### src/rtl/dmem_arb_pkg.sv
// rtl/dmem_arb_pkg.sv - shared types and defaults for the DMEM arbiter
package dmem_arb_pkg;

   localparam int DMEM_AW = 5;
   localparam int DMEM_DW = 32;

   typedef enum logic [1:0] {
      S_IDLE  = 2'd0,
      S_CPU   = 2'd1,
      S_HOST  = 2'd2,
      S_HLOCK = 2'd3
   } owner_e;

   typedef enum logic {
      GNT_CPU  = 1'b0,
      GNT_HOST = 1'b1
   } gnt_e;

   // burst counter only needs to reach HOST_MAX_BURST-1
   function automatic int burst_cw(input int max_burst);
      return (max_burst > 1) ? $clog2(max_burst) : 1;
   endfunction

endpackage

### src/rtl/dmem_arb_grant.sv
// rtl/dmem_arb_grant.sv - combinational grant decision; round robin on ties under DMEM_ARB_RR_EN,
// fixed CPU priority otherwise
module dmem_arb_grant
   import dmem_arb_pkg::*;
#(
   parameter int HOST_MAX_BURST = 4,
   parameter int BCW            = 2
) (
   input  logic           i_ena,
   input  logic           i_cpu_req,
   input  logic           i_host_req,
   input  owner_e         i_owner,
   input  logic [BCW-1:0] i_burst_cnt,
   input  gnt_e           i_last_gnt,
   output logic           o_cpu_gnt,
   output logic           o_host_gnt
);

   always_comb begin
      o_cpu_gnt  = 1'b0;
      o_host_gnt = 1'b0;
      if (i_ena) begin
         if (i_cpu_req && !i_host_req) begin
            o_cpu_gnt = 1'b1;
         end else if (i_host_req && !i_cpu_req) begin
            o_host_gnt = 1'b1;
         end else if (i_cpu_req && i_host_req) begin
            if (i_owner == S_HLOCK && int'(i_burst_cnt) < HOST_MAX_BURST - 1) begin
               o_host_gnt = 1'b1;
            end else begin
`ifdef DMEM_ARB_RR_EN
               if (i_last_gnt == GNT_CPU) o_host_gnt = 1'b1;
               else                       o_cpu_gnt  = 1'b1;
`else
               o_cpu_gnt = 1'b1;
`endif
            end
         end
      end
   end

endmodule

### src/rtl/dmem_arbiter.sv
// rtl/dmem_arbiter.sv - CPU/host arbiter for the single-port DMEM (DMEM_ARB_RR_EN selects round robin)
// Holds ownership state, data muxes, host read register and saturating CPU stall counter.
module dmem_arbiter
   import dmem_arb_pkg::*;
#(
   parameter int AW             = DMEM_AW,
   parameter int DW             = DMEM_DW,
   parameter int HOST_MAX_BURST = 4,
   parameter int STALL_CW       = 16
) (
   input  logic                i_clk,
   input  logic                i_rst,
   input  logic                i_ena,
   input  logic                i_cpu_req,
   input  logic                i_cpu_worr,
   input  logic [AW-1:0]       i_cpu_addr,
   input  logic [DW-1:0]       i_cpu_wdata,
   output logic [DW-1:0]       o_cpu_rdata,
   output logic                o_cpu_stall,
   input  logic                i_host_req,
   input  logic                i_host_worr,
   input  logic                i_host_lock,
   input  logic [AW-1:0]       i_host_addr,
   input  logic [DW-1:0]       i_host_wdata,
   output logic                o_host_gnt,
   output logic                o_host_rvalid,
   output logic [DW-1:0]       o_host_rdata,
   output logic                o_mem_ena,
   output logic                o_mem_worr,
   output logic [AW-1:0]       o_mem_addr,
   output logic [DW-1:0]       o_mem_wdata,
   input  logic [DW-1:0]       i_mem_rdata,
   output logic [STALL_CW-1:0] o_stall_cnt
);

   localparam int BCW = burst_cw(HOST_MAX_BURST);

   owner_e                r_owner;
   gnt_e                  r_last_gnt;
   logic [BCW-1:0]        r_burst_cnt;
   logic                  r_host_rvalid;
   logic [DW-1:0]         r_host_rdata;
   logic [STALL_CW-1:0]   r_stall_cnt;
   logic                  w_ena;
   logic                  w_cpu_gnt;
   logic                  w_host_gnt;
   logic                  w_cpu_stall;

   // gating with reset keeps DMEM untouched while reset is held
   assign w_ena = i_ena & i_rst;

   dmem_arb_grant #(
      .HOST_MAX_BURST (HOST_MAX_BURST),
      .BCW            (BCW)
   ) u_grant (
      .i_ena       (w_ena),
      .i_cpu_req   (i_cpu_req),
      .i_host_req  (i_host_req),
      .i_owner     (r_owner),
      .i_burst_cnt (r_burst_cnt),
      .i_last_gnt  (r_last_gnt),
      .o_cpu_gnt   (w_cpu_gnt),
      .o_host_gnt  (w_host_gnt)
   );

   assign w_cpu_stall   = w_ena & i_cpu_req & ~w_cpu_gnt;
   assign o_cpu_stall   = w_cpu_stall;
   assign o_cpu_rdata   = w_cpu_gnt ? i_mem_rdata : '0;
   assign o_host_gnt    = w_host_gnt;
   assign o_host_rvalid = r_host_rvalid;
   assign o_host_rdata  = r_host_rdata;
   assign o_stall_cnt   = r_stall_cnt;

   always_comb begin
      o_mem_ena   = w_cpu_gnt | w_host_gnt;
      o_mem_worr  = 1'b0;
      o_mem_addr  = '0;
      o_mem_wdata = '0;
      if (w_cpu_gnt) begin
         o_mem_worr  = i_cpu_worr;
         o_mem_addr  = i_cpu_addr;
         o_mem_wdata = i_cpu_wdata;
      end else if (w_host_gnt) begin
         o_mem_worr  = i_host_worr;
         o_mem_addr  = i_host_addr;
         o_mem_wdata = i_host_wdata;
      end
   end

   always_ff @(posedge i_clk or negedge i_rst) begin
      if (!i_rst) begin
         r_owner       <= S_IDLE;
         r_last_gnt    <= GNT_HOST;
         r_burst_cnt   <= '0;
         r_host_rvalid <= 1'b0;
         r_host_rdata  <= '0;
         r_stall_cnt   <= '0;
      end else if (i_ena) begin
         if (w_host_gnt) begin
            r_last_gnt <= GNT_HOST;
            if (i_host_lock) begin
               r_owner <= S_HLOCK;
               // the bound only counts beats taken while the CPU is waiting
               if (i_cpu_req) r_burst_cnt <= r_burst_cnt + 1'b1;
            end else begin
               r_owner     <= S_HOST;
               r_burst_cnt <= '0;
            end
         end else if (w_cpu_gnt) begin
            r_last_gnt  <= GNT_CPU;
            r_owner     <= S_CPU;
            r_burst_cnt <= '0;
         end else begin
            r_owner     <= S_IDLE;
            r_burst_cnt <= '0;
         end
         r_host_rvalid <= w_host_gnt & ~i_host_worr;
         if (w_host_gnt && !i_host_worr) r_host_rdata <= i_mem_rdata;
         if (w_cpu_stall && r_stall_cnt != '1) r_stall_cnt <= r_stall_cnt + 1'b1;
      end
   end

endmodule

### config.mk
export PLATFORM = sky130hd
export DESIGN_NAME = dmem_arbiter
export DESIGN_NICKNAME = d
export VERILOG_FILES = /design/src/rtl/dmem_arb_pkg.sv /design/src/rtl/dmem_arb_grant.sv /design/src/rtl/dmem_arbiter.sv
export SDC_FILE = /design/constraint.sdc
export NUM_CORES = 1
export LEC_CHECK = 0
export BUFFER_PORTS_ARGS = -buffer_cell sky130_fd_sc_hd__buf_4
export CORE_ASPECT_RATIO = 0.5
export CORE_MARGIN = 1
export CORE_UTILIZATION = 30
export CTS_CLUSTER_DIAMETER = 80
export DETAILED_ROUTE_END_ITERATION = 8
export GPL_TIMING_DRIVEN = 0
export SYNTH_ARGS = -nofsm -noshare
export SYNTH_HDL_FRONTEND = slang
export SYNTH_HIERARCHICAL = 1
export SYNTH_SLANG_ARGS = --single-unit
### constraint.sdc
create_clock -name i_clk -period 2.5 [get_ports i_clk]
set_clock_uncertainty 0.1 [all_clocks]
set_input_delay 0.375 -clock i_clk [delete_from_list [all_inputs] [get_ports i_clk]]
set_output_delay 0.375 -clock i_clk [all_outputs]
set_load 0.05 [all_outputs]
==> flow_metrics.py, run 1 <==
metrics = {
    "floorplan": {
        "die_w_um": 139,
        "die_area_um2": 9780,
        "fp.dieH_um": 70.4,
        "start_util": 0.316,
        "rows": 24,
        "io_pins": 236,
        "coreArea_um2": 8890,
    },
    "job": {
        "cap_violations": 0,
    },
    "global_routing": {
        "antenna_found_initial": 0,
        "grt.overflow.total": 0,
        "grt_pass1_wl_um": 16600,
        "grt_pass1_vias": 3166,
        "grt_max_degree": 54,
        "grt_use_total": 0.213,
    },
    "critical_path": {
        "worstPathMaxFanout": 10,
        "slowest_stage": "dfrtp_1",
        "crit_chain": "nand2_2 -> a41oi_4 -> nor2b_2 -> clkbuf_8 -> buf_8 -> a22o_4 -> buf_4",
        "endpoint_kind": "output port",
        "start_kind": "register",
        "worst-path-buf-inv": 3,
        "critPathRequiredTime_ns": 2.03,
        "slowest_delay_ns": 0.42,
        "critPathTopFamily": "compound AO/OA/AOI/OAI gates",
        "critPathKind": "register to output port",
        "arrival_ns": 1.93,
    },
    "min_path": {
        "hold_path.class": "primary input to register",
    },
    "clock_tree": {
        "cts_root_buf": "clkbuf_16",
        "clock_path_buffers": 2,
        "clkTransAtPathRegs_ns": 0.07,
        "cts_max_level": 2,
        "clock-sinks": 53,
        "numCtsBuffers": 5,
        "cts_tree": "done",
        "worstSkewPairLatency_ns": 0.29,
    },
    "routing": {
        "drt_iter0_markers": 81,
        "vias": 2967,
        "dr.pass1.iters": 6,
        "viasPerCell": 4.81,
        "antenna_left": 0,
        "wl_per_cell_um": 16.8,
        "drc": 6,
        "postRouteWirelength_um": 10400,
    },
    "yosys": {
        "synth.net_count": 369,
        "yosys_warnings": 6,
        "synthesis.area_um2": 2810,
        "synth_cells": 254,
        "avgSynthCellArea_um2": 11.1,
    },
    "power": {
        "p_leak_nw": 2.85,
        "cellPowerDensity_nw_per_um2": 597,
        "vdd_drop_max_uv": 302,
        "finalPower_w": 0.00321,
    },
    "final_layout": {
        "drive_gt1_frac": 0.684,
        "antennaDiodeCount": 0,
        "multi_input_area_um2": 1700,
        "nNetsFinal": 614,
        "fill_cells": 783,
        "seqCellArea_um2": 1330,
        "area_growth_pct": 91.0,
    },
    "sta": {
        "rsz0062_at_grt": "no",
        "layout_setup_ws_ns": 0.0933,
        "tightestPinTransition_ns": 0.520,
        "finalHoldViolCount": 0,
        "max_clock_freq_ghz": 0.416,
        "slew_violations": 0,
        "finalSetupViolCount": 0,
        "period_minus_slack_ns": 2.41,
        "finalCritPeriodShare": 0.963,
        "slew_headroom": 0.648,
    },
    "status": {
        "status": "complete, but fails checks",
        "violations": "DRC",
    },
    "place": {
        "io_buffers": 235,
        "place_ws_ns": -1.07,
        "place_hpwl_um": 8540,
        "place.gp.congestion": 0.787,
    },
}
-- cell type report --
class	instances	share of cell area
clock buffer	6	0.0240
tap	117	0.0273
multi-input combinational	178	0.316
timing repair buffer	240	0.353
inverter	5	0.00350
clock inverter	2	0.00280
sequential	53	0.247
buffer	16	0.0264
-- per-stage QoR --
stage	area [um2]	util	setup TNS, ns	std cells	hold WS (ns)
2_1_floorplan	3120	-	-0.0389	254	-0.0206
3_3_place_gp	5030	0.566	-59.67	606	0.356
3_5_place_dp	5030	0.566	-70.34	606	0.369
4_1_cts	5350	0.601	0	617	0.217
5_1_grt	5370	0.604	0	617	0.213
6_report	5370	0.604	0	617	0.226
-- final timing paths --
| check | slack (ns) | endpoint | startpoint | cells after the start |
|---|---|---|---|---|
| max | 0.09 | o_mem_wdata[4] | r_burst_cnt[1] | 7 |
| min | 0.23 | o_host_rdata[21] | i_mem_rdata[21] | 2 |
| max reg2reg | 0.31 | o_stall_cnt[9] | r_burst_cnt[1] | 8 |
| min reg2reg | 0.40 | o_stall_cnt[15] | o_stall_cnt[15] | 1 |
| max in group asynchronous | 1.49 | o_host_rdata[7] | i_rst | 3 |
| min in group asynchronous | 0.58 | o_host_rvalid | i_rst | 3 |
-- routing by layer --
metal	part of all wire	global-route usage	vias up
li1	-	-	1397
met1	0.37	0.234	1454
met2	0.56	0.419	96
met3	0.042	0.0322	20
met4	0.026	0.0741	0
met5	0	0	-
-- cell usage in the layout (no fill, tap or decap), drive strengths merged, types with 2 or more instances in the layout --
| cell | count |
|---|---|
| buf | 248 |
| dfrtp | 53 |
| a22o | 37 |
| mux2 | 34 |
| and2 | 33 |
| clkbuf | 13 |
| xor2 | 12 |
| nand2 | 12 |
| nor2 | 7 |
| nand3 | 6 |
| inv | 5 |
| nor3 | 5 |
| nand4 | 4 |
| xnor2 | 3 |
| or2 | 2 |
| and4 | 2 |
| nand2b | 2 |
| o22ai | 2 |
| clkinvlp | 2 |
| o21ai | 2 |
| a21oi | 2 |
-- where the power goes --
part           internal, W  switching [W]
Sequential        0.000999       0.000108
Combinational     0.000525       0.000902
Clock             0.000372       0.000300
Total              0.00190        0.00131
-- registers in the layout (all words and copies together) (netlist names) --
signal and flops:
o_stall_cnt 16, r_owner 2, r_burst_cnt 2, o_host_rvalid 1
o_host_rdata 32
-- what timing repair did --
| action | 4_1_cts | 5_1_grt |
|---|---|---|
| setup endpoints to repair | 73 | 69 |
| pin swaps | 1 | 0 |
| resized for setup | 37 | 5 |
| endpoints found under the hold margin | 53 | 0 |
| setup buffers | 2 | 1 |
| hold buffers | 2 | 0 |
No activity file was read; power rests on OpenSTA's default activity.
==> inputs of run 2 (changes only) <==
--- a/config.mk
+++ b/config.mk
@@ -5,6 +5,7 @@
 export SDC_FILE = /design/constraint.sdc
 export NUM_CORES = 1
 export LEC_CHECK = 0
+export ABC_AREA = 1
 export BUFFER_PORTS_ARGS = -buffer_cell sky130_fd_sc_hd__buf_4
 export CORE_ASPECT_RATIO = 0.5
 export CORE_MARGIN = 1
==> flow_metrics.py, run 2 <==
metrics = {
    "status": {
        "status": "finished, final reports clean",
    },
    "global_routing": {
        "grt_pass1_wl_um": 19300,
        "antenna_found_initial": 1,
        "grt_use_total": 0.214,
        "grt.overflow.total": 0,
        "grt_max_degree": 54,
        "grt_pass1_vias": 3594,
    },
    "floorplan": {
        "start_util": 0.317,
        "io_pins": 236,
        "coreArea_um2": 10500,
        "die_area_um2": 11500,
        "die_w_um": 151,
        "fp.dieH_um": 76.4,
        "rows": 26,
    },
    "sta": {
        "hold_ws_ns": 0.226,
        "period_minus_slack_ns": 2.38,
        "max_clock_freq_ghz": 0.421,
        "tightestPinTransition_ns": 0.423,
        "slew_violations": 0,
        "finalHoldViolCount": 0,
        "finalSetupViolCount": 0,
        "rsz0062_at_grt": "yes",
        "slew_headroom": 0.718,
        "finalCritPeriodShare": 0.950,
    },
    "yosys": {
        "synth.net_count": 564,
        "synthesis.area_um2": 3320,
        "synth_cells": 449,
        "yosys_warnings": 6,
        "avgSynthCellArea_um2": 7.40,
    },
    "critical_path": {
        "slowest_delay_ns": 0.39,
        "cp-endpoint": "o_mem_wdata[15]",
        "crit_top_cell": "nand2_1",
        "worst-path-buf-inv": 6,
        "path_depth": 11,
        "endpoint_kind": "output port",
        "crit_chain": "nand2_1 -> nand3_1 -> nand2_1 -> inv_1 -> buf_6 -> inv_1 -> clkbuf_4 -> buf_6 -> nand3_1 -> nand2_1 -> buf_4",
        "reg2reg_slack_ns": 0.61,
        "arrival_ns": 1.90,
        "r2r_end": "o_host_rdata[26]",
        "critPathRequiredTime_ns": 2.03,
        "critPathKind": "register to output port",
        "start_kind": "register",
        "timing.rr.start": "r_burst_cnt[1]",
        "slowest_stage": "dfrtp_1",
        "critPathTopFamily": "buffers and inverters",
        "reg2reg_depth": 7,
        "worstPathMaxFanout": 10,
        "crit_start": "r_burst_cnt[1]",
    },
    "clock_tree": {
        "cts_root_buf": "clkbuf_16",
        "cts_tree": "done",
        "cts_max_level": 2,
        "clock-sinks": 53,
        "clock_path_buffers": 2,
        "numCtsBuffers": 5,
        "clkTransAtPathRegs_ns": 0.07,
        "worstSkewPairLatency_ns": 0.28,
    },
    "final_layout": {
        "fin_cells": 835,
        "fin_area_um2": 5530,
        "nNetsFinal": 809,
        "final_common_cell": "buf_4",
        "drive_gt1_frac": 0.455,
        "area_growth_pct": 66.4,
        "seqCellArea_um2": 1330,
        "fill_cells": 1060,
        "final_cell_mix": "buf_4, nand2_1, inv_1, dfrtp_1, nand3_1",
        "multi_input_area_um2": 1680,
        "fin_util": 0.528,
        "antennaDiodeCount": 0,
        "largest_reg_flops": 32,
    },
    "power": {
        "p_leak_nw": 3.26,
        "finalPower_w": 0.00355,
        "vdd_drop_max_uv": 504,
        "cellPowerDensity_nw_per_um2": 643,
    },
    "routing": {
        "drt_iter0_markers": 119,
        "dr.pass1.iters": 6,
        "wl_per_cell_um": 15.1,
        "vias": 3804,
        "antenna_left": 0,
        "postRouteWirelength_um": 12600,
        "viasPerCell": 4.56,
        "drc": 0,
    },
    "place": {
        "io_buffers": 234,
        "dp_cells": 823,
        "place_hpwl_um": 10100,
        "postPlaceCellArea_um2": 5280,
        "place.gp.congestion": 0.881,
    },
    "min_path": {
        "hold_path.class": "primary input to register",
    },
    "job": {
        "cap_violations": 0,
    },
}
run 2: where the power goes:
part / internal, W / switching [W]
logic: 0.000575 / 0.00112
registers: 0.00103 / 0.000152
clock network: 0.000372 / 0.000300
run 2: timing repair:
action | CTS | global route
endpoints found under the hold margin | 53 | 0
hold buffers | 2 | 0
resized for setup | 6 | 21
pin swaps | 0 | 1
buffers inserted | 0 | 2
setup endpoints to repair | 71 | 46
run 2: cell type report:
class,instances,area share
flip-flops and latches,53,0.240
multi-input cells,316,0.303
plain buffers,22,0.0281
clock inverters,2,0.00271
repair buffers,238,0.332
clock buffers,6,0.0233
well taps,140,0.0317
inverters,58,0.0394
run 2: metrics by stage:
step / setup TNS (ns) / setup slack [ns]
5_1_grt: -0.0236 / -0.0166
6_report: 0 / 0.124
3_5_place_dp: -21.52 / -0.406
2_1_floorplan: 0 / 0.0721
3_3_place_gp: -22.49 / -0.423
4_1_cts: 0 / 0.00646
run 2: how the worst min path moves through the flow:
stage	cells after the start	from	to	slack (ns)
after global placement	2	r_owner[1]	r_owner[1]	0.36
after global routing	2	i_mem_rdata[22]	o_host_rdata[22]	0.22
after floorplan	0	i_rst	o_host_rdata[0]	-0.02
final	2	i_mem_rdata[25]	o_host_rdata[25]	0.23
after detailed placement	1	i_rst	o_stall_cnt[9]	0.37
after CTS	2	i_mem_rdata[25]	o_host_rdata[25]	0.22
run 2: worst reg2reg max path: stages (launching register included):
cell	delay, ns
dfrtp_1	0.39
nand2_1	0.11
nand2_2	0.08
a21oi_4	0.23
buf_4	0.15
nand3_2	0.14
buf_2	0.26
mux2_2	0.31
run 2: metal layers:
metal,GRT usage,wire (um),vias to the layer above
li1,-,-,1877
met1,0.274,5420,1770
met2,0.365,5990,129
met3,0.0359,803,26
met4,0.0700,395,2
met5,0,13,-
